File: src/rtl/wch_sequencer.sv
// Learning-request sequencer feeding weight_change: queues per-neuron requests and runs one M-input sweep each.
// Optional learning-rate decay on epoch_tick is built when WCH_LR_DECAY_EN is defined.
module wch_sequencer #(
    parameter int          M        = 784,
    parameter int          N        = 8,
    parameter int          QD       = 4,
    parameter logic [23:0] DWP_INIT = 24'd40,
    parameter logic [23:0] DWM_INIT = 24'd40,
    parameter int          DECAY_SH = 4,
    parameter logic [23:0] DW_MIN   = 24'd4,
    parameter int          TMO      = 15
) (
    input  logic                 clk,
    input  logic                 rst,
    input  logic                 req_valid,
    input  logic [$clog2(N)-1:0] req_neuron,
    input  logic                 req_pol,
    output logic                 req_ready,
    input  logic                 epoch_tick,
    input  logic                 valid_wch,
    output logic                 start_wch,
    output logic                 spike_hold,
    output logic [$clog2(M)-1:0] ip_select,
    output logic [$clog2(N)-1:0] neuron_sel,
    output logic [23:0]          del_w_plus,
    output logic [23:0]          del_w_minus,
    output logic                 busy,
    output logic                 done,
    output logic                 err_tmo,
    output logic [1:0]           dbg_state
);

    // Handshake: a request transfers on every clk edge where req_valid && req_ready;
    // req_ready depends only on FIFO fill, never on req_valid.

    localparam int NW  = $clog2(N);
    localparam int IPW = $clog2(M);
    localparam int PW  = $clog2(QD);
    localparam int CW  = $clog2(TMO + 1);

    typedef enum logic [1:0] {
        S_IDLE  = 2'd0,
        S_SWEEP = 2'd1,
        S_DRAIN = 2'd2
    } state_t;

    state_t state_q, state_d;

    logic [NW:0]    fifo_q [QD];
    logic [PW-1:0]  wr_ptr_q, rd_ptr_q;
    logic [PW:0]    count_q;
    logic [NW:0]    head;
    logic           fifo_empty;
    logic           push, pop;
    logic           decay_go;

    logic [IPW-1:0] ip_q, ip_d;
    logic [CW-1:0]  cnt_q, cnt_d;
    logic [NW-1:0]  nsel_q, nsel_d;
    logic           hold_q, hold_d;
    logic           start_q, start_d;
    logic           done_q, done_d;
    logic           err_q, err_d;

    assign fifo_empty = (count_q == '0);
    assign req_ready  = (count_q != (PW + 1)'(QD));
    assign push       = req_valid && req_ready;
    assign head       = fifo_q[rd_ptr_q];

    // Entries are {polarity, neuron id}; push and pop may share a cycle.
    always_ff @(posedge clk) begin
        if (rst) begin
            wr_ptr_q <= '0;
            rd_ptr_q <= '0;
            count_q  <= '0;
        end else begin
            if (push) begin
                fifo_q[wr_ptr_q] <= {req_pol, req_neuron};
                wr_ptr_q         <= wr_ptr_q + 1'b1;
            end
            if (pop) begin
                rd_ptr_q <= rd_ptr_q + 1'b1;
            end
            case ({push, pop})
                2'b10:   count_q <= count_q + 1'b1;
                2'b01:   count_q <= count_q - 1'b1;
                default: count_q <= count_q;
            endcase
        end
    end

`ifdef WCH_LR_DECAY_EN
    logic [23:0] dwp_q, dwm_q;
    logic        pend_q;

    function automatic logic [23:0] decay_step(input logic [23:0] x);
        logic [23:0] y;
        y = x - (x >> DECAY_SH);
        return (y < DW_MIN) ? DW_MIN : y;
    endfunction

    // A pending tick wins over popping, so rates never move inside a sweep.
    assign decay_go = (state_q == S_IDLE) && (pend_q || (epoch_tick && fifo_empty));

    always_ff @(posedge clk) begin
        if (rst) begin
            dwp_q  <= DWP_INIT;
            dwm_q  <= DWM_INIT;
            pend_q <= 1'b0;
        end else if (decay_go) begin
            dwp_q  <= decay_step(dwp_q);
            dwm_q  <= decay_step(dwm_q);
            pend_q <= 1'b0;
        end else if (epoch_tick) begin
            pend_q <= 1'b1;
        end
    end

    assign del_w_plus  = dwp_q;
    assign del_w_minus = dwm_q;
`else
    logic [23:0] unused_cfg;

    assign unused_cfg  = DW_MIN ^ 24'(DECAY_SH) ^ {23'd0, epoch_tick};
    assign decay_go    = 1'b0;
    assign del_w_plus  = DWP_INIT;
    assign del_w_minus = DWM_INIT;
`endif

    always_ff @(posedge clk) begin
        if (rst) begin
            state_q <= S_IDLE;
            ip_q    <= '0;
            cnt_q   <= '0;
            nsel_q  <= '0;
            hold_q  <= 1'b0;
            start_q <= 1'b0;
            done_q  <= 1'b0;
            err_q   <= 1'b0;
        end else begin
            state_q <= state_d;
            ip_q    <= ip_d;
            cnt_q   <= cnt_d;
            nsel_q  <= nsel_d;
            hold_q  <= hold_d;
            start_q <= start_d;
            done_q  <= done_d;
            err_q   <= err_d;
        end
    end

    always_comb begin
        state_d = state_q;
        pop     = 1'b0;
        case (state_q)
            S_IDLE: begin
                if (!decay_go && !fifo_empty) begin
                    pop     = 1'b1;
                    state_d = S_SWEEP;
                end
            end
            S_SWEEP: begin
                if (ip_q == IPW'(M - 1)) begin
                    state_d = S_DRAIN;
                end
            end
            S_DRAIN: begin
                if (valid_wch || (cnt_q == CW'(TMO - 1))) begin
                    state_d = S_IDLE;
                end
            end
            default: state_d = S_IDLE;
        endcase
    end

    always_comb begin
        start_d = 1'b0;
        done_d  = 1'b0;
        err_d   = 1'b0;
        ip_d    = ip_q;
        cnt_d   = cnt_q;
        nsel_d  = nsel_q;
        hold_d  = hold_q;
        case (state_q)
            S_IDLE: begin
                if (pop) begin
                    start_d = 1'b1;
                    ip_d    = '0;
                    nsel_d  = head[NW-1:0];
                    hold_d  = head[NW];
                end
            end
            S_SWEEP: begin
                if (ip_q == IPW'(M - 1)) begin
                    ip_d  = '0;
                    cnt_d = '0;
                end else begin
                    ip_d = ip_q + 1'b1;
                end
            end
            S_DRAIN: begin
                if (valid_wch) begin
                    done_d = 1'b1;
                end else begin
                    cnt_d = cnt_q + 1'b1;
                    if (cnt_q == CW'(TMO - 1)) begin
                        err_d = 1'b1;
                    end
                end
            end
            default: ;
        endcase
    end

    assign start_wch  = start_q;
    assign ip_select  = ip_q;
    assign neuron_sel = nsel_q;
    assign spike_hold = hold_q;
    assign done       = done_q;
    assign err_tmo    = err_q;
    assign busy       = (state_q != S_IDLE);
    assign dbg_state  = state_q;

endmodule

File: config.mk
export PLATFORM = sky130hd
export DESIGN_NAME = wch_sequencer
export DESIGN_NICKNAME = d
export VERILOG_FILES = /design/src/rtl/wch_sequencer.sv
export SDC_FILE = /design/constraint.sdc
export NUM_CORES = 1
export LEC_CHECK = 0
export BUFFER_PORTS_ARGS = -buffer_cell sky130_fd_sc_hd__buf_2
export CAP_MARGIN = 5
export CELL_PAD_IN_SITES_DETAIL_PLACEMENT = 1
export CELL_PAD_IN_SITES_GLOBAL_PLACEMENT = 2
export CORE_UTILIZATION = 30
export CTS_CLUSTER_SIZE = 24
export DETAILED_ROUTE_END_ITERATION = 10
export PLACE_DENSITY_LB_ADDON = 0.1
export SYNTH_ARGS = -nofsm -noshare
export SYNTH_HDL_FRONTEND = slang
export SYNTH_SLANG_ARGS = --single-unit
File: constraint.sdc
create_clock -name clk -period 2.8 [get_ports clk]
set_input_delay 0.14 -clock clk [delete_from_list [all_inputs] [get_ports clk]]
set_output_delay 0.14 -clock clk [all_outputs]
set_load 0.02 [all_outputs]
; Word level (Yosys, flattened, before mapping)
; Memory sizes are Yosys's and may differ from the RTL's. A register that Yosys moved wholly into a read port is not among the register bits.
; Cells that the tools add are included.
[word_totals]
ff_bits = 26
mem_bits_rw = 16
input_bits = 9
output_inout_bits = 69
elab_cells = 64
n_memories = 1
[mem_list]
columns = memory, depth, word_bits, rd, rd_clocked_by_memory_dff, write_ports, line_no
row1 = fifo_q, 4, 4, 1, 1, 1, 49  ; logic [NW:0] fifo_q [QD];
[classes]
addsub = 6
n_eq_ne = 12
n_mux = 19
bitwise = 2
reduce_logical = 15
[ops]
columns = cell, n
row1 = 10-bit 2-to-1 mux, 2
row2 = 10-bit case mux with 2 select lines, 1
row3 = 10-bit by 1-bit adder with 10-bit output (second input constant), 1
row4 = 10-bit == test (second input constant), 1
row5 = 2-bit != test (second input constant), 5
row6 = 1-bit 2-to-1 mux, 8
row7 = 4-bit 2-to-1 mux, 2
row8 = 4-bit case mux with 2 select lines, 1
row9 = 2-bit nonzero test, 4
row10 = 2-bit 2-to-1 mux, 3
row11 = 2-bit case mux with 3 select lines, 1
row12 = 3-bit case mux with 2 select lines, 1
row13 = 3-bit AND reduction, 2
row14 = 2-bit by 1-bit adder with 2-bit output (second input constant), 2
row15 = 4-bit by 1-bit adder with 4-bit output (second input constant), 1
row16 = 2-bit by 1-bit == test with 1-bit output (second input constant), 2
row17 = 2-bit == test (second input constant), 2
row18 = 4-bit == test (second input constant), 1
row19 = 2-bit AND reduction, 2
row20 = 2-bit OR reduction, 2
row21 = 3-bit by 1-bit adder with 3-bit output (second input constant), 1
row22 = 3-bit logical NOT, 1
row23 = 3-bit != test (second input constant), 1
row24 = 3-bit OR reduction, 1
row25 = other kinds (5), 6

; Logic depth before layout (Yosys ltp)
; Gate-level depths: netlist of the first run.
[logic_depth]
word_depth = 5
ltp_mapped = 10
depth_no_buf = 9

; Worst setup path before layout of the first run
; OpenSTA, ideal clock, no wires.
[synth_timing]
path_type = register -> register
start = register count_q[0]
end = register count_q[2]
setup_ns = 0.071
arrival_time_ns = 2.214
required_ns = 2.729
slack_ns = 0.515
path_stages_with_launch = 9
path_buffers = 0
period_less_slack_ns = 2.285
path_cell_list = dfxtp_1 or3b_2 nand2_1 ha_1 inv_1 fa_1 xor2_1 or3_1 a21oi_1
[synth_via]
word_cells_on_any_way = 11
classes_between = 2 x add/sub / 3 x eq/ne / 3 x mux / 3 x reduce/logical
[synth_lines]
columns = element, line_no
row1 = start: declaration, 51  ; logic [PW:0] count_q;
row2 = start signal: assignment, 85  ; 2'b10: count_q <= count_q + 1'b1;
row3 = start signal: assignment, 86  ; 2'b01: count_q <= count_q - 1'b1;
row4 = start signal: assignment, 87  ; default: count_q <= count_q;
row5 = 3-bit != test *, 66  ; assign req_ready = (count_q != (PW + 1)'(QD));
row6 = named net req_ready, 18  ; output logic req_ready,
row7 = 1-bit logical AND *, 67  ; assign push = req_valid && req_ready;
row8 = 2-bit by 1-bit == test with 1-bit output or 2-bit == test (tied branches), 84  ; case ({push, pop})
row9 = 3-bit case mux with 2 select lines or 2-bit nonzero test (tied branches), n/a
; Mark *: on every way through the listed nets, which the timed path passes. The rest lies on a longest branch.
; A chain may end at the register's enable or synchronous reset.

; Worst setup path in the final report of the first run
[layout_timing]
start = register count_q[2]
end = register count_q[2]
[layout_via]
elab_chain_cells = 5
word_cells_on_any_way = 11
classes_between = 2 x add/sub / 3 x eq/ne / 3 x mux / 3 x reduce/logical
[layout_lines]
columns = element, line_no
row1 = 3-bit logical NOT, 65  ; assign fifo_empty = (count_q == '0);
row2 = 1-bit 2-to-1 mux, 157  ; if (!decay_go && !fifo_empty) begin
row3 = 1-bit 2-to-1 mux, 155  ; case (state_q)
row4 = 2-bit by 1-bit == test with 1-bit output or 2-bit == test (tied branches), 84
row5 = 3-bit case mux with 2 select lines or 2-bit nonzero test (tied branches), n/a
; Several ways; a longest one is shown, not always the timed one.

==> results.txt, run 1 <==
Status: complete, no violations
Number of global-route vias before repair: 1522
Crit start category: register
Req. time, crit path: 3.04 ns
Setup repair after global routing missed its margin: no
Most frequent cells in the layout: 48 x conb_1, 30 x dfxtp_1, 28 x buf_2
Max VDD drop: 0.239 mV
Max Clock Skew: 0.00532 ns
Ys flop type: dfxtp_1
Fin Setup TNS: 0 ns
Largest net degree at the start of global routing: 25
Clock power frac: 0.212
CTS Buf Count: 5
Critical path data arrival time: 2.59 ns
Register area: 1080 um^2
Slew Viols, Final: 0
Post-Syn Area per Cell: 10.2 um^2
Syn Inst Count: 235
GRT overflow: 0
Sequential share of power: 0.426
Leak: 1.06 nW
Clk slew on worst S/H paths: 0.09 ns
Synth warnings: 0
Post-DP HPWL: 3390 um
Layout area overhead: 6.94%
Vias: 1558
Tcrit/Tclk final: 0.839
Final net count: 282
Routability cong.: 0.711
Largest fanout on the critical path: 5
Antenna-violating nets left: 0
Least-Margin Pin Slew: 0.513 ns
First-pass GRT wire length: 7710 um
Commonest non-fill, non-tap cell in the layout: conb_1
Row cnt: 32
Total Wirelength: 4630 um
Clock Path Buffers: 2
Endpoints failing setup: 0
Initial Utilization: 0.310
Internal power: 0.00124 W
Initial antenna violation count: 0
Fillers: 901
Hold Violations, Final: 0
Root Driver: clkbuf_8
DRC: 0
Mapped cell area: 2400 um^2
Antenna cell count: 0
Max Cap Viol: 0
Core ar.: 7730 um^2
Clock H-tree levels: 2
Minimum clock period after layout: 2.35 ns
Count of buffers from port buffering: 28
Switching Power: 0.000767 W
# IOs: 78
Post-synth EDFFs: 16
Slew HR: 0.655
F_max: 426 MHz
Post-synthesis sequential area ratio: 0.451
Combinational Power Share: 0.362
DR iter-0 viols: 42
CTS tree: yes
Die height: 91.4 um
Total Routing Usage GR: 0.119
Die footprint: 8360 um^2
Count of cell types in the netlist: 40
Ys async rst share: 0
Via density: 4.25
Die Width: 91.4 um
Share of layout cells above drive strength 1: 0.185
Skew-Pair Late Insertion Delay: 0.31 ns
Post-CTS Setup Inserts: 0
Multi-input logic area: 1060 um^2
Pre-Repair DR Iteration Count: 4
Flops & latches, synth: 46
Net Sw Frac: 0.383
P per Cell Area: 781 nW/um^2
Post-CTS Hold Fix Bufs: 0
Crit. End Element: register
Post-CTS Resized: 0
Hold/Removal Path Class: in -> reg
Routed len/inst: 12.6 um
Clock sink count: 46
Critical path class: reg -> reg
Final core area utilization: 0.332
==> cells by family after synthesis <==
kind of cell	count (synthesis)	share of synthesized area
flops	46	0.451
simple gates	73	0.163
fa+ha+maj	9	0.0501
mux	9	0.0584
xor+xnor	11	0.0402
buf+inv	66	0.180
other cells	2	0.00313
compound gates	19	0.0548
==> Yosys cell counts, drive strengths merged (5+ instances only) <==
master	n	area (um^2)
dfxtp	30	601
or3	5	31.3
buf	51	375
xnor2	6	52.6
edfxtp	16	480
mux2i	5	50.1
nor2	24	90.1
nand3	10	55.1
nor4	6	37.5
inv	11	41.3
nand2	10	37.5
ha	8	100
xor2	5	43.8
==> worst paths after layout <==
check	depth (start not counted)	to	startpoint	slack [ns]
setup reg to reg	8	count_q[2]$_SDFFE_PP0P_	count_q[2]$_SDFFE_PP0P_	0.45
hold / removal	1	fifo_q[2][0]$_DFFE_PP_	req_neuron[0]	0.04
setup / recovery	8	count_q[2]$_SDFFE_PP0P_	count_q[2]$_SDFFE_PP0P_	0.45
hold reg to reg	2	neuron_sel[2]$_SDFFE_PP0P_	neuron_sel[2]$_SDFFE_PP0P_	0.51
==> power by group through the flow <==
stage | clock (W) | sequential, W | combinational [W]
2_1_floorplan | 0 | 0.000888 | 0.000544
3_3_place_gp | 0 | 0.000870 | 0.000728
3_5_place_dp | 0 | 0.000870 | 0.000737
4_1_cts | 0.000450 | 0.000856 | 0.000739
5_1_grt | 0.000469 | 0.000870 | 0.000816
6_report | 0.000424 | 0.000853 | 0.000726
==> sequential cells by signal, indices dropped and copies added, names as in the netlist <==
register    flops
cnt_q           4
count_q         3
dbg_state       2
done            1
err_tmo         1
fifo_q         16
ip_select      10
neuron_sel      3
rd_ptr_q        2
spike_hold      1
start_wch       1
wr_ptr_q        2
==> area by class of cell <==
type,instances,area share
Clock buffer,5,0.0268
Clock inverter,3,0.00976
Inverter,11,0.0161
Multi-Input combinational cell,169,0.413
Sequential cell,46,0.421
Tap cell,102,0.0498
Timing Repair Buffer,31,0.0634
==> per-stage QoR <==
stage | instance area [um^2] | worst slack [ns] | hold WS [ns] | power, W | cells
global route | 2560 | 0.207 | 0.0374 | 0.00215 | 367
finish | 2560 | 0.451 | 0.0438 | 0.00200 | 367
detailed placement | 2470 | 0.449 | 0.365 | 0.00161 | 359
global placement | 2470 | 0.491 | 0.359 | 0.00160 | 359
CTS | 2560 | 0.428 | 0.0385 | 0.00204 | 367
floorplan | 2570 | 0.515 | 0.217 | 0.00143 | 281
==> critical path: stages, from the launching register on <==
cell,delay [ns]
dfxtp_1,0.39
or3b_2,0.50
nand2_1,0.17
ha_1,0.20
inv_1,0.06
fa_1,0.37
xor2_1,0.16
or3_1,0.30
a21oi_1,0.14
==> layer usage <==
metal / up-vias / share of wire / global-route usage
met5: - / 0 / 0
met4: 0 / 0.016 / 0.0476
met3: 5 / 0.046 / 0.0302
met2: 54 / 0.45 / 0.192
met1: 732 / 0.48 / 0.153
li1: 767 / - / -
(Power assumes the default switching activity.)
==> inputs of run 2 (changes only) <==
==> constraint.sdc (replaced) <==
create_clock -name clk -period 2.34 [get_ports clk]
set_input_delay 0.117 -clock clk [delete_from_list [all_inputs] [get_ports clk]]
set_output_delay 0.117 -clock clk [all_outputs]
set_load 0.02 [all_outputs]
==> run 2 against run 1 <==
Net effect: flip-flop and latch count is the same; core utilization grew 0.55 points; sequential power grew 18%; wire length grew 0.48%; sequential share of layout area shrank 0.69 points; critical path type unchanged; largest power group unchanged; highest routed layer unchanged.
==> results.txt, run 2 (synthesized netlist as in run 1, its figures left out) <==
Status: complete, no violations
Largest net degree at the start of global routing: 25
First-pass GRT wire length: 7760 um
Minimum clock period after layout: 2.13 ns
Leak: 1.08 nW
Req. time, crit path: 2.58 ns
CP peak stage delay: 0.39 ns
Clock sink count: 46
Tcrit/Tclk final: 0.912
Via density: 4.30
Total Wirelength: 4650 um
Fillers: 909
Pre-Repair DR Iteration Count: 4
Clock Path Buffers: 2
Most frequent cells in the layout: 48 x conb_1, 30 x dfxtp_1, 28 x buf_2
Max VDD drop: 0.260 mV
Setup repair after global routing missed its margin: no
Initial antenna violation count: 0
Final std cells w/o fill: 372
Hold path startpoint: req_neuron[0]
Clock H-tree levels: 2
Fin Setup TNS: 0 ns
Routed len/inst: 12.5 um
Hold/Removal Path Class: in -> reg
CTS tree: yes
Count of buffers from port buffering: 28
Core ar.: 7730 um^2
Top delay family on crit path: simple AND/OR/NAND/NOR gates
Cell area after placement: 2510 um^2
Skew-Pair Late Insertion Delay: 0.31 ns
Pre-CTS setup slack: 0.114 ns
Crit. End Element: register
CP max stage cell: or3b_4
Max Clock Skew: 0.0123 ns
Max Cap Viol: 0
DR iter-0 viols: 67
Number of global-route vias before repair: 1561
Largest fanout on the critical path: 5
Root Driver: clkbuf_8
Clk slew on worst S/H paths: 0.10 ns
Commonest non-fill, non-tap cell in the layout: conb_1
Flop-to-flop setup slack: 0.21 ns
Largest Register: fifo_q
Hold path cells: 1
Critical path class: reg -> reg
Max reg flops: 16
Routability cong.: 0.701
Slew Viols, Final: 0
Worst r2r dst: count_q[2]$_SDFFE_PP0P_
Hold Path End: fifo_q[0][0]$_DFFE_PP_
Hold Violations, Final: 0
Post-DP HPWL: 3440 um
Vias: 1598
Die footprint: 8360 um^2
Cells after DPL: 364
Post-CTS Setup Inserts: 0
DRC: 0
Total power: 0.00245 W
CP bufs+invs: 1
Critical path data arrival time: 2.37 ns
Crit start category: register
Share of layout cells above drive strength 1: 0.204
Die height: 91.4 um
Row cnt: 32
Die Width: 91.4 um
GRT overflow: 0
Least-Margin Pin Slew: 0.520 ns
Layout area overhead: 8.71%
Reg2reg path depth: 8
Antenna cell count: 0
Setup WS post-layout: 0.207 ns
P per Cell Area: 940 nW/um^2
Worst r2r src: count_q[1]$_SDFFE_PP0P_
Total Routing Usage GR: 0.120
Slew HR: 0.649
F_max: 469 MHz
Critical Path, Cell by Cell: or3b_4 -> nand2_1 -> ha_2 -> inv_1 -> fa_1 -> xor2_1 -> or3_1 -> a21oi_1
Final net count: 287
Endpoints failing setup: 0
CTS Buf Count: 5
Critical Path Start: count_q[1]$_SDFFE_PP0P_
Final instance area: 2610 um^2
Initial Utilization: 0.310
Antenna-violating nets left: 0
# IOs: 78
run 2: what timing repair did:
item | in CTS | in global routing
hold endpoints to repair | 0 | 0
gates resized for setup | 0 | 2
endpoints found under the setup margin | 0 | 1
hold buffers | 0 | 0
run 2: cell type report:
cell class | instances | area [um^2] | area share
inverter | 11 | 41.3 | 0.0158
sequential | 46 | 1080 | 0.415
clock buffer | 5 | 68.8 | 0.0264
multi-input combinational | 169 | 1060 | 0.408
clock inverter | 3 | 25.0 | 0.00960
tap | 102 | 128 | 0.0489
timing repair buffer | 36 | 200 | 0.0768
run 2: how the worst max path moves through the flow:
stage               cells after the start  slack [ns]                 endpoint
global route                           10        0.05  count_q[2]$_SDFFE_PP0P_
floorplan                               8        0.06  count_q[2]$_SDFFE_PP0P_
CTS                                     8        0.09  count_q[2]$_SDFFE_PP0P_
detailed placement                      8        0.11  count_q[2]$_SDFFE_PP0P_
global placement                        8        0.17  count_q[2]$_SDFFE_PP0P_
finish                                  8        0.21  count_q[2]$_SDFFE_PP0P_
run 2: layer usage:
layer / routed length, um / vias to the layer above / share of wire / GRT usage
li1: - / 776 / - / -
met1: 2240 / 761 / 0.48 / 0.157
met2: 2120 / 55 / 0.46 / 0.191
met3: 210 / 6 / 0.045 / 0.0243
met4: 84 / 0 / 0.018 / 0.0556
met5: 0 / - / 0 / 0
run 2: report_power, final:
part	switching, W	total (W)	internal, W
Sequential	0.0000780	0.00101	0.000928
Clock	0.000307	0.000523	0.000216
Combinational	0.000555	0.000921	0.000367
Total	0.000940	0.00245	0.00151
run 2: through the flow:
stage / hold WS, ns / utilization
finish: 0.0187 / 0.337
global route: 0.00918 / 0.337
CTS: 0.0120 / 0.337
detailed placement: 0.340 / 0.325
global placement: 0.337 / 0.325
floorplan: 0.194 / -
==> inputs of run 3 (changes only) <==
--- a/config.mk
+++ b/config.mk
@@ -9,6 +9,7 @@
 export CAP_MARGIN = 5
 export CELL_PAD_IN_SITES_DETAIL_PLACEMENT = 1
 export CELL_PAD_IN_SITES_GLOBAL_PLACEMENT = 2
+export CORE_ASPECT_RATIO = 1.75
 export CORE_UTILIZATION = 30
 export CTS_CLUSTER_SIZE = 24
 export DETAILED_ROUTE_END_ITERATION = 10
==> run 3 against run 2 <==
Net effect: critical path type unchanged; worst hold slack gained 0.026 ns; design area grew 1.9%; sequential power barely moved; via count is 0.50% higher; core utilization grew 0.88 points; total power increased by 7.6%; combinational power decreased by 1%; clock-buffer cell count is the same; worst setup slack worse by 0.10 ns; maximum frequency is 4.6% lower; largest power group unchanged; wire length grew 5.9%; non-clock buffer count increased by 1.
==> results.txt, run 3 (synthesized netlist as in run 1, its figures left out) <==
Clock Path Buffers: 2
Routability cong.: 0.694
Root Driver: clkbuf_16
Critical path class: reg -> reg
Most frequent cells in the layout: 48 x conb_1, 30 x dfxtp_1, 28 x buf_2
Setup repair after global routing missed its margin: no
DR iter-0 viols: 40
Minimum clock period after layout: 2.24 ns
Req. time, crit path: 2.56 ns
Post-DP HPWL: 3800 um
Layout area overhead: 10.7%
Net Sw Frac: 0.359
Share of layout cells above drive strength 1: 0.207
Crit. End Element: register
Total Routing Usage GR: 0.124
Leak: 1.11 nW
Switching Power: 0.000946 W
Total power: 0.00264 W
First-pass GRT wire length: 7870 um
Routed len/inst: 13.7 um
Total Wirelength: 4920 um
Skew-Pair Late Insertion Delay: 0.29 ns
Largest fanout on the critical path: 4
DRC: 0
P per Cell Area: 993 nW/um^2
Critical path data arrival time: 2.45 ns
CTS Buf Count: 5
F_max: 447 MHz
Clock power frac: 0.273
Final core area utilization: 0.346
Crit start category: register
Row cnt: 42
Commonest non-fill, non-tap cell in the layout: conb_1
Pre-CTS setup slack: 0.0404 ns
Hold path cells: 1
Clock sink count: 46
Endpoints failing setup: 0
Clk slew on worst S/H paths: 0.07 ns
Number of global-route vias before repair: 1551
Clock H-tree levels: 2
Worst r2r src: count_q[2]$_SDFFE_PP0P_
Largest Register: fifo_q
Vias: 1606
Antenna-violating nets left: 0
Initial Utilization: 0.313
Post-CTS Resized: 0
Via density: 4.47
Initial antenna violation count: 0
Sequential share of power: 0.382
Count of buffers from port buffering: 28
Antenna cell count: 0
Reg2reg path depth: 8
Max Clock Skew: 0.00487 ns
Fillers: 901
CTS tree: yes
Pre-Repair DR Iteration Count: 4
Post-CTS Setup Inserts: 0
Internal power: 0.00169 W
Max Cap Viol: 0
Slew Viols, Final: 0
Setup WS post-layout: 0.105 ns
Fin Setup TNS: 0 ns
Tcrit/Tclk final: 0.955
Critical Path Start: count_q[2]$_SDFFE_PP0P_
Hold path startpoint: req_neuron[2]
Least-Margin Pin Slew: 0.614 ns
Die footprint: 8370 um^2
Post-CTS Hold Fix Bufs: 0
Final net count: 288
Hold Violations, Final: 0
Combinational Power Share: 0.345
Max reg flops: 16
Status: complete, no violations
Hold/Removal Path Class: in -> reg
Hold slack: 0.0452 ns
Core ar.: 7670 um^2
Largest net degree at the start of global routing: 25
GRT overflow: 0
Die height: 120 um
# IOs: 78
Max VDD drop: 0.401 mV
Slew HR: 0.585
Die Width: 69.6 um
[run 3: final timing paths]
check,endpoint,slack (ns)
min reg2reg,neuron_sel[0]$_SDFFE_PP0P_,0.50
max,count_q[2]$_SDFFE_PP0P_,0.10
min,fifo_q[1][2]$_DFFE_PP_,0.05
max reg2reg,count_q[2]$_SDFFE_PP0P_,0.10
[run 3: area by class of cell]
class	instances	area [um^2]	area share
clock buffer	5	125	0.0471
tap	88	110	0.0415
inverter	11	41.3	0.0155
multi-input combinational	169	1070	0.401
sequential	46	1080	0.407
clock inverter	3	25.0	0.00942
timing repair buffer	37	208	0.0782
[run 3: worst max-delay path, cell delays in order, from the launching register on]
cell	delay, ns
dfxtp_1	0.33
or3b_2	0.51
nand2_4	0.12
ha_1	0.18
inv_1	0.06
fa_1	0.37
xor2_1	0.16
or3_1	0.30
a21oi_1	0.15
[run 3: stage by stage]
| stage | instance area, um^2 | std cells |
|---|---|---|
| after detailed placement | 2500 | 351 |
| after global routing | 2660 | 359 |
| final | 2660 | 359 |
| after floorplan | 2570 | 281 |
| after CTS | 2650 | 359 |
| after global placement | 2500 | 351 |
[run 3: metal layers]
| metal | GRT usage | vias up | share of wire |
|---|---|---|---|
| li1 | - | 779 | - |
| met1 | 0.119 | 766 | 0.37 |
| met5 | 0 | - | 0 |
| met3 | 0.0292 | 8 | 0.050 |
| met4 | 0.0536 | 0 | 0.021 |
| met2 | 0.243 | 53 | 0.56 |
[run 3: power by group through the flow]
stage          clock (W)  sequential, W  combinational, W
5_1_grt         0.000783        0.00103           0.00101
3_3_place_gp           0        0.00103          0.000911
3_5_place_dp           0        0.00103          0.000922
4_1_cts         0.000757        0.00101          0.000929
2_1_floorplan          0        0.00106          0.000651
6_report        0.000720        0.00101          0.000910
